$ cat src/rtl/crc_feeder.sv
// Queues data words and feeds them one at a time into the CRC engine's DATA/REFL port.
// The next write waits until the engine reports idle, so software can push words back-to-back.
module crc_feeder #(
  parameter int unsigned DEPTH = 4,
  parameter int unsigned CNTW  = 16,
  localparam int unsigned LW   = $clog2(DEPTH + 1),
  localparam int unsigned PW   = (DEPTH > 1) ? $clog2(DEPTH) : 1
) (
  input  logic            clk,
  input  logic            reset,
  input  logic            in_valid,
  output logic            in_ready,
  input  logic [31:0]     in_data,
  input  logic [1:0]      in_size,
  input  logic            in_refl,
  input  logic            flush,
  input  logic            crc_ready,
  output logic            crc_cs,
  output logic [1:0]      crc_rs,
  output logic [3:0]      crc_wrl,
  output logic [31:0]     crc_d,
  output logic [LW-1:0]   level,
  output logic [CNTW-1:0] words_done,
  output logic            idle
);

  typedef enum logic [1:0] {StIdle, StIssue, StWait} state_e;

  state_e        state_q;
  logic [31:0]   mem_data [DEPTH];
  logic [1:0]    mem_size [DEPTH];
  logic          mem_refl [DEPTH];
  logic [PW-1:0] wr_ptr_q, rd_ptr_q;
  logic [LW-1:0] level_q;
  logic          push, pop;

  function automatic logic [3:0] size_to_lanes(input logic [1:0] size);
    case (size)
      2'b00:   return 4'b0001;
      2'b01:   return 4'b0011;
      default: return 4'b1111;
    endcase
  endfunction

  assign in_ready = (level_q != LW'(DEPTH));
  // A push coinciding with flush is dropped along with the queue.
  assign push     = in_valid && in_ready && !flush;
  assign pop      = (state_q == StIdle) && (level_q != '0) && crc_ready && !flush;
  assign level    = level_q;
  assign idle     = (level_q == '0) && (state_q == StIdle) && crc_ready;

  always_ff @(posedge clk) begin
    if (push) begin
      mem_data[wr_ptr_q] <= in_data;
      mem_size[wr_ptr_q] <= in_size;
      mem_refl[wr_ptr_q] <= in_refl;
    end
  end

  always_ff @(posedge clk) begin
    if (reset) begin
      state_q    <= StIdle;
      wr_ptr_q   <= '0;
      rd_ptr_q   <= '0;
      level_q    <= '0;
      words_done <= '0;
      crc_cs     <= 1'b0;
      crc_rs     <= 2'b00;
      crc_wrl    <= 4'b0000;
      crc_d      <= 32'h0;
    end else begin
      if (flush) begin
        wr_ptr_q <= '0;
        rd_ptr_q <= '0;
        level_q  <= '0;
      end else begin
        if (push) wr_ptr_q <= wr_ptr_q + PW'(1);
        if (pop)  rd_ptr_q <= rd_ptr_q + PW'(1);
        level_q <= level_q + LW'(push) - LW'(pop);
      end

      unique case (state_q)
        StIdle: begin
          if (pop) begin
            crc_cs  <= 1'b1;
            crc_rs  <= {1'b1, mem_refl[rd_ptr_q]};
            crc_wrl <= size_to_lanes(mem_size[rd_ptr_q]);
            crc_d   <= mem_data[rd_ptr_q];
            state_q <= StIssue;
          end
        end
        StIssue: begin
          crc_cs     <= 1'b0;
          words_done <= words_done + CNTW'(1);
          state_q    <= StWait;
        end
        // Engine status only drops after the write edge, so skip one look at crc_ready.
        StWait: begin
          state_q <= StIdle;
        end
        default: begin
          crc_cs  <= 1'b0;
          state_q <= StIdle;
        end
      endcase
    end
  end

endmodule

$ cat config.mk
export PLATFORM = sky130hd
export DESIGN_NAME = crc_feeder
export DESIGN_NICKNAME = d
export VERILOG_FILES = /design/src/rtl/crc_feeder.sv
export SDC_FILE = /design/constraint.sdc
export NUM_CORES = 1
export LEC_CHECK = 0
export ABC_AREA = 1
export BUFFER_PORTS_ARGS = -buffer_cell sky130_fd_sc_hd__buf_4
export CORE_ASPECT_RATIO = 2
export CORE_UTILIZATION = 25
export DETAILED_ROUTE_END_ITERATION = 16
export PLACE_DENSITY = 0.45
export SYNTH_ARGS = -nofsm -noshare
export SYNTH_HDL_FRONTEND = slang
export SYNTH_SLANG_ARGS = --single-unit
$ cat constraint.sdc
create_clock -name clk -period 3.05 [get_ports clk]
set_input_delay 0.305 -clock clk [delete_from_list [all_inputs] [get_ports clk]]
set_output_delay 0.305 -clock clk [all_outputs]
set_load 0.02 [all_outputs]
==> out/qor.csv, run 1 <==
stage;metric;value;unit
worst_setup_path;required time worst endpoint;3.44;ns
global_routing;initial antenna violation count;1;
logic_synthesis;synth warn;0;
route;Routed Antenna Nets;0;
logic_synthesis;top_reg_cell synth;edfxtp_1;
logic_synthesis;Cell variety after synth;30;
clocking;clk buf depth;3;
clocking;Worst-Skew Late Latency;0.51;ns
worst_setup_path;CP max stage delay;0.38;ns
global_routing;first-pass GRT wire length;31300;um
worst_setup_path;Crit path max-delay family;adder cells;
route;via count;5589;
logic_synthesis;sequential share of the synthesized area;68.5;%
sta;Fin Hold WS;0.0172;ns
floorplan;Die Span Y;255;um
sta;Max Freq;404;MHz
route;final wirelength;20400;um
power_and_ir_drop;Leak;3.83;nW
clocking;post-CTS setup buffer count;0;
sta;final hold vios;0;
global_routing;largest net degree at the start of global routing;71;
route;DRC;0;
logic_synthesis;Synthesized Nets;813;
power_and_ir_drop;pwr/cell area;590;mW/mm^2
sta;Setup Skew;0.0119;ns
worst_setup_path;Slowest-stage cell, CP;dfxtp_1;
place;Cell Area, Placed;0.00919;mm^2
logic_synthesis;Post-synth top cells;246 x nand2_1, 140 x edfxtp_1, 77 x nor2_1, 64 x dfxtp_1, 48 x a21oi_1;
sta;period utilization;81.2;%
global_routing;global-route usage over all layers;12.7;%
floorplan;Initial Utilization;25.4;%
sta;RSZ-0062 raised after global routing;false;
clocking;clock slew at reported path FFs;0.06;ns
logic_synthesis;number of synthesized flops with an enable pin;140;
route;routed vias/inst;4.23;
power_and_ir_drop;power after layout;5.98;mW
route;DR WL/cell;15.4;um
sta;final setup margin;0.574;ns
sta;worst slew pin tran;0.762;ns
place;pre-CTS setup slack;0.579;ns
sta;max_slew headroom;49.2;%
worst_hold_path;HP Class;in -> reg;
clocking;CTS Hold Bufs;23;
worst_setup_path;Critical Path Fanout Max;6;
logic_synthesis;most common cell in the synthesized netlist;nand2_1;
worst_setup_path;WP buf/inv;3;
global_routing;total grt overflow;0;
floorplan;# IOs;100;
worst_setup_path;crit path DAT;2.86;ns
flow_run;Max-cap violations;0;
clocking;CTS Buf Count;21;
worst_setup_path;startpoint types;flip-flop;
clocking;Sink Count;204;
worst_setup_path;Cell Chain, Critical Path;inv_1 > nand3_1 > nand2_1 > nor2_1 > inv_1 > ha_1 > inv_1 > ha_1 > fa_1 > xor2_1 > o21ai_0 > a21oi_1;
route;DR pass1 iterations;4;
floorplan;Die Area;0.0328;mm^2
global_routing;vias in the first global route;5637;
clocking;TritonCTS clock tree;done;
floorplan;area of the core;0.0315;mm^2
status;status;finished clean;
worst_setup_path;most used cell, CP;inv_1;
logic_synthesis;synth top area cells;edfxtp_1 52%, dfxtp_1 16%, nand2_1 12%, nor2_1 3.6%, a21oi_1 3.0%;
sta;count of pins over their slew limit;0;
clocking;clk root buf;clkbuf_16;
logic_synthesis;Synth top area share;52.5;%
cells_and_area;Util after Layout;32.1;%
logic_synthesis;number of synthesized register bits;204;
place;routability cong.;0.781;
sta;final setup violating endpoints;0;
clocking;H-tree depth;1;
logic_synthesis;cell taking the most area after synthesis;edfxtp_1;
logic_synthesis;Post-Syn Area;0.00801;mm^2
cells_and_area;design area;0.0101;mm^2
power_and_ir_drop;maximum VDD drop;0.290;mV
floorplan;die width;129;um
floorplan;Rows;92;
place;DP Wirelength;12600;um
cells_and_area;fillers;3288;
cells_and_area;P&R area growth vs syn;26.5;%
route;initial DRC count;208;
clocking;Gates resized, CTS repair;0;
cells_and_area;nets@finish;932;
logic_synthesis;Mapped Avg Cell Area;10.5;um^2
sta;minimum clock period after layout;2.48;ns
worst_setup_path;CP endpoint kind;flip-flop;
worst_setup_path;WS Path Type;reg -> reg;
logic_synthesis;synthesized instance count;765;
cells_and_area;share of cells above drive strength 1;17.5;%
logic_synthesis;ys async rst share;0;%
place;PortBufs;99;
[per-layer routing]
layer  share of wire [%]  global-route usage (%)
met1                  38                    12.9
met2                  56                    25.2
met3                 3.5                    1.61
met4                 3.2                    5.68
met5                   0                       0
[flip-flops by register name (all words and copies together), names as in the netlist, named ones only]
name	count
level	3
mem_refl	4
crc_rs	1
mem_size	8
words_done	16
crc_cs	1
mem_data	128
state_q	2
crc_wrl	3
wr_ptr_q	2
crc_d	32
rd_ptr_q	2
[through the flow]
stage	instances	setup TNS, ns
2_1_floorplan	765	-5.55
5_1_grt	1322	0
3_3_place_gp	1261	0
6_report	1322	0
3_5_place_dp	1261	0
4_1_cts	1321	0
[kinds of logic (layout without fill, tap and decap cells)]
kind of cell	count (synthesis)	count (layout)	share of synthesized area [%]
flops	204	204	68.5
fa+ha+maj	8	8	1.34
buf+inv	73	206	4.42
other cells	0	1	0
compound gates	125	125	7.86
simple gates	352	352	17.6
xor+xnor	3	3	0.328
[final cells by class]
type                       instances  area (um^2)  area share, %
antenna                            1         2.50         0.0247
clock buffer                      23          543           5.36
clock inverter                    14          170           1.68
inverter                          38          148           1.46
multi-input combinational        488         2200           21.7
sequential                       204         5490           54.1
tap                              423          529           5.22
timing repair buffer             131         1050           10.4
[worst paths after layout]
check / slack, ns / end / cells after the start / startpoint
worst max register to register: 0.57 / level[2]$_SDFF_PP0_ / 12 / level[0]$_SDFF_PP0_
worst min-delay path: 0.02 / mem_data[1][1]$_DFFE_PP_ / 1 / in_data[1]
worst max-delay path: 0.57 / level[2]$_SDFF_PP0_ / 12 / level[0]$_SDFF_PP0_
worst min register to register: 0.47 / crc_d[8]$_SDFFE_PP0P_ / 2 / crc_d[8]$_SDFFE_PP0P_
[power by group]
part           switching [mW]  internal (mW)  total, mW  leakage [nW]
Combinational           0.169          0.111      0.280          1.70
Clock                    1.07           1.62       2.69         0.346
Sequential             0.0143           3.00       3.01          1.79
Total                    1.25           4.73       5.98          3.83
[cells in the final DEF (no fill, tap or decap), drive strengths merged]
| cell | synthesis | routed |
|---|---|---|
| dfxtp | 64 | 64 |
| nor3 | 8 | 8 |
| edfxtp | 140 | 140 |
| inv | 36 | 36 |
| clkinv | 2 | 10 |
| nor2 | 78 | 78 |
| diode | 0 | 1 |
| dlygate4sd3 | 0 | 23 |
| buf | 23 | 108 |
| nand3b | 2 | 2 |
| xor2 | 2 | 2 |
| clkinvlp | 0 | 2 |
| xnor2 | 1 | 1 |
| nand3 | 11 | 11 |
| fa | 1 | 1 |
| a31oi | 1 | 1 |
| ha | 7 | 7 |
| or2 | 1 | 1 |
| bufinv | 0 | 4 |
| nand4 | 5 | 5 |
| a21oi | 48 | 48 |
| o21ai | 75 | 75 |
| nor3b | 1 | 1 |
| o21bai | 1 | 1 |
| clkbuf | 12 | 23 |
| nand2 | 246 | 246 |
No activity file was read; power rests on OpenSTA's default activity.
==> inputs of run 2 (changes only) <==
clock period = 2.45 ns   (was 3.05 ns; I/O delays follow)
==> run 2 against run 1 <==
Compared with the run above: cell area increased by 1.2%; non-clock buffer count increased by 15; clock power increased by 13%; register-to-register slack got worse by 0.25 ns; cell count increased by 0.98%; core utilization increased by 0.38 points; sequential power increased by 25%; critical path depth unchanged; setup slack got worse by 0.25 ns; largest power group unchanged.
==> out/qor.csv, run 2 (same netlist as run 1, synthesis figures left out) <==
stage;metric;value;unit
status;status;finished clean;
place;PortBufs;99;
clocking;clk root buf;clkbuf_16;
cells_and_area;nets@finish;946;
clocking;clk buf depth;3;
global_routing;first-pass GRT wire length;31300;um
worst_hold_path;HP Class;in -> reg;
route;DR pass1 iterations;6;
floorplan;Rows;92;
cells_and_area;max reg flops;128;
power_and_ir_drop;maximum VDD drop;0.411;mV
route;routed vias/inst;4.20;
clocking;clock slew at reported path FFs;0.06;ns
route;DR WL/cell;15.1;um
place;DP Wirelength;12300;um
cells_and_area;P&R area growth vs syn;28.0;%
worst_setup_path;Slowest-stage cell, CP;fa_1;
route;initial DRC count;237;
worst_setup_path;crit path DAT;2.52;ns
worst_setup_path;CP endpoint kind;flip-flop;
global_routing;total grt overflow;0;
power_and_ir_drop;pwr/cell area;699;mW/mm^2
worst_hold_path;hold depth;4;
cells_and_area;most common cell after layout, fill and taps aside;nand2_1;
sta;RSZ-0062 raised after global routing;false;
floorplan;die width;129;um
clocking;H-tree depth;1;
sta;worst slew pin tran;0.752;ns
sta;count of pins over their slew limit;0;
sta;max_slew headroom;49.9;%
floorplan;area of the core;0.0315;mm^2
worst_setup_path;Reg2Reg Depth;12;
worst_setup_path;required time worst endpoint;2.84;ns
worst_setup_path;Crit path max-delay family;adder cells;
sta;Max Freq;471;MHz
floorplan;# IOs;100;
cells_and_area;antenna cells;0;
clocking;Worst-Skew Late Latency;0.50;ns
worst_setup_path;Critical Path Fanout Max;5;
sta;Fin Hold WS;0.0325;ns
worst_setup_path;startpoint types;flip-flop;
global_routing;initial antenna violation count;0;
route;via count;5601;
cells_and_area;most frequent cells in the layout;246 x nand2_1, 140 x edfxtp_1, 106 x buf_4;
sta;final setup TNS;0;ns
floorplan;Die Span Y;255;um
worst_setup_path;CP max stage delay;0.38;ns
sta;minimum clock period after layout;2.12;ns
floorplan;Die Area;0.0328;mm^2
clocking;CTS Buf Count;20;
clocking;Sink Count;204;
worst_setup_path;Cell Chain, Critical Path;inv_2 > nand3_2 > nand2_1 > nor2_1 > inv_1 > ha_1 > inv_1 > ha_1 > fa_1 > xor2_1 > o21ai_0 > a21oi_1;
sta;final setup violating endpoints;0;
place;routability cong.;0.738;
sta;period utilization;86.7;%
global_routing;global-route usage over all layers;12.6;%
power_and_ir_drop;Leak;3.88;nW
cells_and_area;largest reg by FF count;mem_data;
route;final wirelength;20200;um
route;Routed Antenna Nets;0;
global_routing;vias in the first global route;5549;
sta;final hold vios;0;
floorplan;Initial Utilization;25.4;%
cells_and_area;Regs by FF count;mem_data: 128 flops, crc_d: 32 flops, words_done: 16 flops;
worst_setup_path;WP depth;12;
clocking;TritonCTS clock tree;done;
sta;Setup Skew;0.0210;ns
global_routing;largest net degree at the start of global routing;71;
cells_and_area;share of cells above drive strength 1;17.4;%
flow_run;Max-cap violations;0;
route;DRC;0;
worst_setup_path;WP buf/inv;3;
worst_setup_path;WS Path Type;reg -> reg;
[run 2: tightest hold or removal path, cell delays in order]
cell and delay, ns:
buf_4 0.09, nor2_1 0.05, nand2_1 0.05, a21oi_1 0.06
[run 2: final cells by class]
type	count	area, um^2
fill	3325	21300
multi-input combinational	488	2210
tap	423	529
clock buffer	29	576
inverter	38	148
timing repair buffer	146	1250
clock inverter	7	62.6
sequential	204	5490
[run 2: final timing paths]
| check | startpoint | to | slack (ns) |
|---|---|---|---|
| hold / removal | flush | wr_ptr_q[1]$_SDFFE_PP0P_ | 0.03 |
| hold reg to reg | crc_d[4]$_SDFFE_PP0P_ | crc_d[4]$_SDFFE_PP0P_ | 0.47 |
| setup reg to reg | level[1]$_SDFF_PP0_ | level[2]$_SDFF_PP0_ | 0.33 |
| setup / recovery | level[1]$_SDFF_PP0_ | level[2]$_SDFF_PP0_ | 0.33 |
[run 2: power breakdown]
| part | switching (mW) | leakage (nW) | internal, mW | total (mW) |
|---|---|---|---|---|
| clock | 1.30 | 0.312 | 1.74 | 3.04 |
| sequential | 0.0174 | 1.79 | 3.73 | 3.75 |
| combinational | 0.215 | 1.78 | 0.156 | 0.371 |
| total | 1.53 | 3.88 | 5.63 | 7.16 |
[run 2: per-layer routing]
metal	global-route usage (%)	vias up	wire (um)
met2	24.6	102	11300
met4	4.00	0	346
met1	13.7	2669	7920
met3	1.67	16	700
li1	-	2814	-
met5	0	-	0
[run 2: through the flow]
step           utilization [%]  setup slack, ns  power, mW  instances  cell area, um^2
2_1_floorplan                -          0.00705       3.99        765             8030
3_3_place_gp              29.4            0.248       4.16       1264             9270
3_5_place_dp              29.4            0.264       4.17       1264             9270
4_1_cts                   32.5            0.244       7.30       1335            10300
5_1_grt                   32.5           0.0318       7.45       1335            10300
6_report                  32.5            0.327       7.16       1335            10300
[run 2: what timing repair did]
item	4_1_cts	5_1_grt
setup buffers	0	0
gates resized for setup	0	1
setup endpoints to repair	0	1
hold buffers	35	0
hold endpoints to repair	140	0
